### config.mk
export PLATFORM = sky130hd
export DESIGN_NAME = seq_pattern_tx
export DESIGN_NICKNAME = d
export VERILOG_FILES = /design/src/rtl/seq_pattern_tx.sv
export SDC_FILE = /design/constraint.sdc
export NUM_CORES = 1
export LEC_CHECK = 0
export CAP_MARGIN = 20
export CORE_ASPECT_RATIO = 1.25
export CORE_MARGIN = 2
export CORE_UTILIZATION = 35
export DETAILED_ROUTE_END_ITERATION = 10
export GPL_TIMING_DRIVEN = 0
export SYNTH_ARGS = -nofsm -noshare
export SYNTH_HDL_FRONTEND = slang
export SYNTH_SLANG_ARGS = --single-unit
### constraint.sdc
create_clock -name clk -period 3.15 [get_ports clk]
set_input_delay 0.63 -clock clk [delete_from_list [all_inputs] [get_ports clk]]
set_output_delay 0.63 -clock clk [all_outputs]
set_load 0.02 [all_outputs]
### src/rtl/seq_pattern_tx.sv
// Serial frame transmitter driving a sequence-detector input, MSB first.
// Optional back-to-back frame repeat when SEQ_TX_REPEAT_EN is defined.
module seq_pattern_tx #(
  parameter int         WIDTH      = 16,
  parameter logic       IDLE_LEVEL = 1'b0,
  localparam int        LW         = $clog2(WIDTH) + 1
) (
  input  logic             clk,
  input  logic             reset,
  input  logic             start,
  input  logic [WIDTH-1:0] data_in,
  input  logic [LW-1:0]    len,
  input  logic             repeat_en,
  output logic             x,
  output logic             x_valid,
  output logic             busy,
  output logic             done
);

  typedef enum logic [1:0] {
    IDLE  = 2'd0,
    SHIFT = 2'd1,
    DONE  = 2'd2
  } state_t;

  localparam logic [LW-1:0] WL  = LW'(WIDTH);
  localparam logic [LW-1:0] ONE = LW'(1);

  state_t           state, state_n;
  logic [WIDTH-1:0] sreg, sreg_n;
  logic [WIDTH-1:0] frame, frame_n;
  logic [LW-1:0]    cnt, cnt_n;
  logic [LW-1:0]    eff_len;
  logic             x_n, xv_n, done_n;

  // out-of-range lengths fall back to a full-width frame
  assign eff_len = (len == '0 || len > WL) ? WL : len;
  assign busy    = (state != IDLE);

`ifdef SEQ_TX_REPEAT_EN
  logic [LW-1:0] flen, flen_n;
`else
  logic unused_rep;
  assign unused_rep = ^{repeat_en, frame};
`endif

  always_comb begin
    state_n = state;
    sreg_n  = sreg;
    frame_n = frame;
    cnt_n   = cnt;
    x_n     = x;
    xv_n    = x_valid;
    done_n  = 1'b0;
`ifdef SEQ_TX_REPEAT_EN
    flen_n  = flen;
`endif
    unique case (state)
      IDLE: begin
        x_n  = IDLE_LEVEL;
        xv_n = 1'b0;
        if (start) begin
          sreg_n  = data_in;
          frame_n = data_in;
          cnt_n   = eff_len - ONE;
`ifdef SEQ_TX_REPEAT_EN
          flen_n  = eff_len - ONE;
`endif
          x_n     = data_in[WIDTH-1];
          xv_n    = 1'b1;
          state_n = SHIFT;
        end
      end
      SHIFT: begin
        if (cnt != '0) begin
          sreg_n = sreg << 1;
          x_n    = sreg[WIDTH-2];
          xv_n   = 1'b1;
          cnt_n  = cnt - ONE;
        end else begin
`ifdef SEQ_TX_REPEAT_EN
          if (repeat_en) begin
            done_n = 1'b1;
            sreg_n = frame;
            cnt_n  = flen;
            x_n    = frame[WIDTH-1];
            xv_n   = 1'b1;
          end else
`endif
          begin
            x_n     = IDLE_LEVEL;
            xv_n    = 1'b0;
            done_n  = 1'b1;
            state_n = DONE;
          end
        end
      end
      DONE: begin
        x_n     = IDLE_LEVEL;
        xv_n    = 1'b0;
        state_n = IDLE;
      end
      default: begin
        x_n     = IDLE_LEVEL;
        xv_n    = 1'b0;
        state_n = IDLE;
      end
    endcase
  end

  always_ff @(posedge clk or negedge reset) begin
    if (!reset) begin
      state   <= IDLE;
      sreg    <= '0;
      frame   <= '0;
      cnt     <= '0;
      x       <= IDLE_LEVEL;
      x_valid <= 1'b0;
      done    <= 1'b0;
    end else begin
      state   <= state_n;
      sreg    <= sreg_n;
      frame   <= frame_n;
      cnt     <= cnt_n;
      x       <= x_n;
      x_valid <= xv_n;
      done    <= done_n;
    end
  end

`ifdef SEQ_TX_REPEAT_EN
  always_ff @(posedge clk or negedge reset) begin
    if (!reset) flen <= '0;
    else        flen <= flen_n;
  end
`endif

endmodule

---- Yosys cells after proc, flatten, opt, wreduce, memory -nomap -nowiden ----
Cells that the tools add are included.
storage, ports and cells
  bits in registers ....................... 25
  logic and storage cells ................. 39
  output and inout bits ................... 4
cells by class
  magnitude comparators ................... 1
  eq/ne operators ......................... 4
  mux-type cells .......................... 18
  add/subtract/negate cells ............... 2
  reductions and logical operators ........ 8
operators by type and width
  operator               number
  $mux W15               2
  $pmux W15 S2           1
  $mux W5                3
  $pmux W5 S2            1
  $sub A5 B1 Y5 const B  2
  $mux W1                6
  $ne A2 B2 Y1 const B   3
  $gt A5 B5 Y1 const B   1
  $logic_not A5 Y1       1
  $reduce_bool A5 Y1     1
  $mux W2                2
  $pmux W1 S2            2
  $pmux W2 S2            1
  $reduce_bool A2 Y1     2
  $reduce_and A3 Y1      1
  $eq A2 B1 Y1 const B   1
  $logic_not A2 Y1       1
  $reduce_and A2 Y1      1
  $logic_or A1 B1 Y1     1

---- Logic depth before layout (Yosys ltp) ----
Gate-level depths: netlist (run 1).
  word-level depth ........................ 6
  mapped depth ............................ 7
  depth with buffers taken out ............ 7

---- Least setup slack after synthesis (run 1) ----
Ideal clock, no wire load.
  path type ............................... input port to flip-flop
  start ................................... in len[0]
  end ..................................... reg cnt[3]
  data arrival time ....................... 2.267 ns
  setup time .............................. 0.125 ns
  stages on the path ...................... 7
  setup slack ............................. 0.758 ns
  cells stage by stage .................... or4_1 > ha_1 > nor2b_1 > mux2i_4 > nand4_2 > nand2_1 > mux2_2
between the ends
  word-level cells in the longest chain between the ends .. 6
  elaborated cells on any way between the ends .. 7
  classes of those cells .................. add/sub: 1; order compare: 1; mux: 3; reduce/logical: 2
RTL lines
  element                                           RTL line  RTL
  start, declared                                   12        input logic [LW-1:0] len,
  $gt A5 B5 Y1 or $logic_not A5 Y1 (tied branches)  37        assign eff_len = (len == '0 || len > WL) ? WL : len;
  $logic_or A1 B1 Y1                                37
  $mux W5 (*)                                       37
  $sub A5 B1 Y5 (*)                                 65        cnt_n = eff_len - ONE;
  $mux W5 (*)                                       62        if (start) begin
  $pmux W5 S2 (*)                                   58        unique case (state)
  end signal, assigned                              124       cnt <= cnt_n;
  end, declared                                     32        logic [LW-1:0] cnt, cnt_n;
Mark *: on every way between the ends. The rest lies on a longest branch, timed or not. The select of a mux whose other input is x is not followed.
A chain may end at the register's enable or synchronous reset.

---- Worst setup path after layout (run 1) ----
  start ................................... in len[0]
  end ..................................... reg cnt[4]
Same word-level chain as after synthesis.

==> impl_metrics.tcl, run 1 <==
set metrics [dict create \
    status "finished, violations left" \
    violations "DRC" \
    p_leak_nw 0.721 \
    cts_tree "built" \
    cp_slowest_cell "or4_1" \
    critical_path_class "in2reg" \
    path_cells "clkdlybuf4s50_1 > or4_1 > ha_1 > nor2b_1 > mux2i_2 > nand4_2 > and4_4 > a211oi_2" \
    nFillCells 370 \
    synthCells 139 \
    area_delta_synth_final_pct 29.8 \
    viasPerCell 5.19 \
    ys_types 32 \
    hold_buffers 0 \
    switching_power_mw 0.554 \
    clockPowerShare_pct 12.9 \
    globalRouteMet1Util_pct 19.9 \
    use_met2_pct 23.7 \
    grt_start_max_net_pins 19 \
    yosysWarnings 0 \
    synth_top_area_share_pct 47.5 \
    syn_area_sq_um 1320 \
    arrival_ns 2.85 \
    drc_errors 3 \
    hpwlAfterDp_um 2180 \
    p_sw_share_pct 38.2 \
    worst_pin_slew_ns 0.539 \
    dp_slack_ns 0.189 \
    grt-ovfl-total 0 \
    ctsResizeCount 0 \
    grt_usage_pct 14.7 \
    post-route-min-period_ns 2.67 \
    via_count 1089 \
    start_util_pct 37.2 \
    rrSetupSlack_ns 1.34 \
    synth_edf_count 0 \
    hold_depth 2 \
    worstSetupEndpointType "flip-flop" \
    met3_usage_pct 2.30 \
    die_area_sq_um 4270 \
    slew_viol_final 0 \
    power_frac_comb_pct 48.3 \
    dieHeight_um 72.6 \
    critPathMaxStageDelay_ns 0.52 \
    rr_worst_depth 6 \
    seq_area_frac_synth_pct 47.5 \
    finClkSkew_ns 0.00448 \
    holdPathEnd "sreg[1]" \
    num_rows 24 \
    place.port_buffers 27 \
    gp_congestion 0.773 \
    synthArstFlopShare_pct 100 \
    internal_power_mw 0.898 \
    clk_path_buf_depth 2 \
    synth_top_area_cell "dfrtp_1" \
    synth-seq-cells 25 \
    dp_cells 206 \
    final-setup-viol-count 0 \
    finalCritPeriodShare_pct 84.7 \
    diodes 0 \
    synth_flop_cell "dfrtp_1" \
    crit_path_max_fanout 4 \
    grt_pass1_vias 1071 \
    ios 29 \
    wl_per_cell_um 13.6 \
    worst_skew_pair.late_latency_ns 0.27 \
    cap_violations 0 \
    drt_iter0_drc 42 \
    relSlewSlack_pct 64.1 \
    cts_sinks 25 \
    fin_tns_setup_ns 0 \
    hold_violations 0 \
    synth_nets 165 \
    cp_data_required_time_ns 3.33 \
    cts_root_buf "clkbuf_8" \
    clk_pin_slew_ns 0.08 \
    rsz0062_at_grt "no" \
    peakVddDrop_mv 0.331 \
    synth.area.top_cells "dfrtp_1, nand2_1, a31oi_1, nor2_1, mux2i_4" \
    hp-class "reg2reg" \
    die-width_um 58.9 \
    p_seq_share_pct 38.8 \
    stdcell_count 210 \
    max_clock_freq_mhz 375 \
    grt_pass1_wl_um 4900 \
    cts_made_buffers 3 \
    antenna_found_initial 0 \
    drive_gt1_share_pct 14.6 \
    grt-busiest-layer "met2" \
    core_sq_um 3540 \
    worstSetupStartpointType "input pin" \
    min_from "sreg[0]" \
    setup_ws_ns 0.483 \
    htreeDepth 1 \
    syn_avg_cell_area_sq_um 9.48 \
    drtAntennaViolNets 0 \
    dr.pass1.iters 7 \
    powerDensity_nw_per_um2 849 \
    worstReg2RegStart "state[1]" \
    rr_endpoint "cnt[4]" \
    drt_wl_total_um 2850 \
    layout.nets 198 \
    post_cts_buffers 0 \
]
-- per-stage QoR --
stage	hold slack (ns)	utilization (%)	power (mW)	area, sq um
2_1_floorplan	0.334	-	1.09	1320
3_3_place_gp	0.520	46.2	1.25	1640
3_5_place_dp	0.529	47.0	1.28	1660
4_1_cts	0.543	48.3	1.47	1710
5_1_grt	0.554	48.3	1.58	1710
6_report	0.539	48.3	1.45	1710
-- routing by layer --
metal / part of all wire [%] / vias up
met5: 0 / -
met4: 0.53 / 0
met3: 4.8 / 2
met2: 49 / 27
met1: 45 / 519
li1: - / 541
-- how the worst max path moves through the flow --
| stage | slack, ns | cells after the start | to | startpoint |
|---|---|---|---|---|
| 2_1_floorplan | 0.76 | 7 | cnt[3] | len[0] |
| 3_3_place_gp | 0.23 | 8 | cnt[3] | len[0] |
| 3_5_place_dp | 0.19 | 8 | cnt[3] | len[0] |
| 4_1_cts | 0.48 | 8 | cnt[3] | len[0] |
| 5_1_grt | 0.39 | 8 | cnt[3] | len[0] |
| 6_report | 0.48 | 8 | cnt[4] | len[0] |
-- synth_stat cells, drive strengths merged (2+ instances only) --
library cell and instances:
a311oi 3, a211oi 2, nand2 33, nand2b 2, nor2 21, a31oi 15
buf 8, mux2i 3, nor2b 4, dfrtp 25, mux2 3, o22ai 2
a21oi 2, inv 3
-- layout make-up --
cell class	instances	area, sq um	area share, %
buffer	9	61.3	3.58
clock buffer	3	41.3	2.41
clock inverter	1	5.00	0.293
inverter	3	11.3	0.658
multi-input combinational	102	619	36.2
sequential	25	626	36.6
tap	39	48.8	2.85
timing repair buffer	28	298	17.4
-- cells in the final DEF (no fill, tap or decap), types with 3 or more instances in the layout --
master / netlist / layout
clkdlybuf4s50_1: 0 / 27
nor2b_1: 4 / 4
inv_1: 3 / 3
buf_2: 4 / 4
a31oi_1: 15 / 15
nor2_1: 21 / 21
mux2_2: 3 / 3
nand2_1: 33 / 33
clkbuf_8: 0 / 3
dfrtp_1: 25 / 25
-- state kept, by name, summed over array words and instances (netlist names) --
signal   flops
sreg        15
cnt          5
x            1
state        2
done         1
x_valid      1
-- power groups by stage --
stage	Sequential (mW)	Combinational [mW]	Clock, mW
6_report	0.563	0.702	0.187
5_1_grt	0.584	0.789	0.207
4_1_cts	0.565	0.713	0.194
3_5_place_dp	0.572	0.709	0
3_3_place_gp	0.564	0.686	0
2_1_floorplan	0.560	0.526	0
-- worst max-delay path: cells and delay by family --
kind	cells	cell delay, ns
buf+inv	1	0.42
fa+ha+maj	1	0.35
simple gates	4	1.05
compound gates	1	0.19
mux	1	0.21
-- logic make-up (layout without fill, tap and decap cells) --
logic type	count (synthesis)	in the layout	share of synthesized area, %
xor gates and xnor gates	2	2	1.33
and+or+nand+nor	67	67	22.6
adders and majority gates	1	1	0.950
AOI/OAI and AO/OA	26	26	15.1
buffers and inverters	12	44	5.51
muxes	6	6	7.03
DFF	25	25	47.5
Power figures use the tool's default switching activity.
==> inputs of run 2 (changes only) <==
- clock period: 3.15 -> 2.3 ns (I/O delays scaled with it)
==> run 2 against run 1 <==
  * The flow still finishes with violations (DRC)
  * Sequential cell count stayed put
  * Clock skew hardly changed
  * First-iteration DRC count is 14% higher
==> impl_metrics.tcl, run 2 (synthesis results as in run 1) <==
set metrics [dict create \
    start_util_pct 37.2 \
    dpl-instance-area_sq_um 1660 \
    grt_pass1_vias 1095 \
    switching_power_mw 0.799 \
    die_area_sq_um 4270 \
    multi_input_area_sq_um 666 \
    cts_root_buf "clkbuf_8" \
    area_delta_synth_final_pct 34.4 \
    p_sw_share_pct 38.6 \
    internal_power_mw 1.27 \
    finalCritPeriodShare_pct 94.4 \
    power_frac_comb_pct 50.3 \
    clockPowerShare_pct 12.4 \
    status "finished, violations left" \
    hold_violations 0 \
    post-route-min-period_ns 2.17 \
    drive_gt1_share_pct 17.9 \
    final-setup-viol-count 0 \
    grt_pass1_wl_um 5060 \
    finClkSkew_ns 0.00435 \
    max_clock_freq_mhz 461 \
    die-width_um 58.9 \
    clk_pin_slew_ns 0.09 \
    worst_skew_pair.late_latency_ns 0.26 \
    stdcell_count 212 \
    design_area_sq_um 1770 \
    cts_made_buffers 3 \
    place.port_buffers 27 \
    drc_errors 3 \
    dr.pass1.iters 7 \
    drt_wl_total_um 2960 \
    p_seq_share_pct 37.3 \
    worstSetupStartpointType "input pin" \
    hpwlAfterDp_um 2180 \
    top_register "sreg" \
    worst_pin_slew_ns 0.547 \
    cap_violations 0 \
    holdWs_ns 0.497 \
    gp_congestion 0.773 \
    clk_path_buf_depth 2 \
    arrival_ns 2.33 \
    violations "DRC" \
    cts_tree "built" \
    rsz0062_at_grt "no" \
    diodes 0 \
    drtAntennaViolNets 0 \
    final_common_cell "nand2_1" \
    via_count 1109 \
    htreeDepth 1 \
    dp_cells 206 \
    cts_sinks 25 \
    largest_register_ff_count 15 \
    antenna_found_initial 0 \
    mostFrequentLayoutCells "nand2_1, dfrtp_1, clkdlybuf4s50_1" \
    ios 29 \
    power_mw 2.07 \
    crit_path_max_fanout 4 \
    layout.nets 200 \
    cp_data_required_time_ns 2.46 \
    hp-class "in2async" \
    grt_start_max_net_pins 19 \
    core_sq_um 3540 \
    seq_area_sq_um 626 \
    dieHeight_um 72.6 \
    powerDensity_nw_per_um2 1170 \
    num_rows 24 \
    drt_iter0_drc 48 \
    worstSetupEndpointType "flip-flop" \
    critical_path_class "in2reg" \
    reg_top3 "sreg (15), cnt (5), state (2)" \
    wl_per_cell_um 14.0 \
    relSlewSlack_pct 63.5 \
    nFillCells 360 \
    p_leak_nw 0.754 \
    slew_viol_final 0 \
    grt-ovfl-total 0 \
    peakVddDrop_mv 0.469 \
    viasPerCell 5.23 \
    grt_usage_pct 15.1 \
]
==> run 2: cell count changes in the layout (fill, tap and decap cells not counted), sizes merged <==
cell | previous run | this run
dlygate4sd2 | 0 | 3
buf | 9 | 11
dlymetal6s2s | 0 | 1
clkdlybuf4s50 | 27 | 23
==> run 2: area by class of cell <==
class	instances	share of cell area, %
clock buffers	3	2.33
multi-input cells	102	37.6
well taps	39	2.76
flip-flops and latches	25	35.3
clock inverters	1	0.283
inverters	3	0.636
repair buffers	30	17.6
plain buffers	9	3.46
==> run 2: worst paths after layout <==
| kind | end | cells past startpoint | from | slack, ns |
|---|---|---|---|---|
| max | cnt[2] | 8 | len[3] | 0.13 |
| min in group clk | sreg[1] | 2 | sreg[0] | 0.54 |
| min | sreg[10] | 1 | reset | 0.50 |
| max reg2reg | cnt[2] | 6 | state[1] | 0.56 |
| min reg2reg | sreg[1] | 2 | sreg[0] | 0.54 |
| max in group asynchronous | sreg[3] | 2 | reset | 1.36 |
==> run 2: power by group through the flow <==
stage	sequential, mW	clock (mW)	combinational [mW]
finish	0.773	0.256	1.04
global route	0.802	0.283	1.16
CTS	0.774	0.266	1.02
detailed placement	0.784	0	0.971
global placement	0.772	0	0.940
floorplan	0.766	0	0.721
==> run 2: timing repair <==
item,4_1_cts,5_1_grt
gates cloned,0,0
resized for setup,8,3
setup buffers,2,0
hold buffers,0,0
pin swaps,4,4
setup endpoints to repair,4,4
==> run 2: routing by layer <==
metal	wire length [um]	GRT usage [%]	share of wire, %
met3	141	2.30	4.8
met5	0	0	0
met1	1320	20.5	45
met2	1470	24.6	50
met4	27	5.05	0.91
==> run 2: critical path, cell delays in order <==
cell and delay (ns):
dlygate4sd2_1 0.24, or4_4 0.54, ha_4 0.31, nor2b_2 0.06, mux2i_4 0.20, nand2_1 0.09, xor2_1 0.15, mux2_2 0.27
==> run 2: per-stage QoR <==
stage          TNS (ns)  worst slack, ns  utilization, %
4_1_cts               0          0.00400            49.4
3_5_place_dp      -1.98           -0.491            47.0
6_report              0            0.129            50.0
2_1_floorplan         0           0.0784               -
3_3_place_gp      -1.79           -0.449            46.2
5_1_grt               0           0.0726            50.0
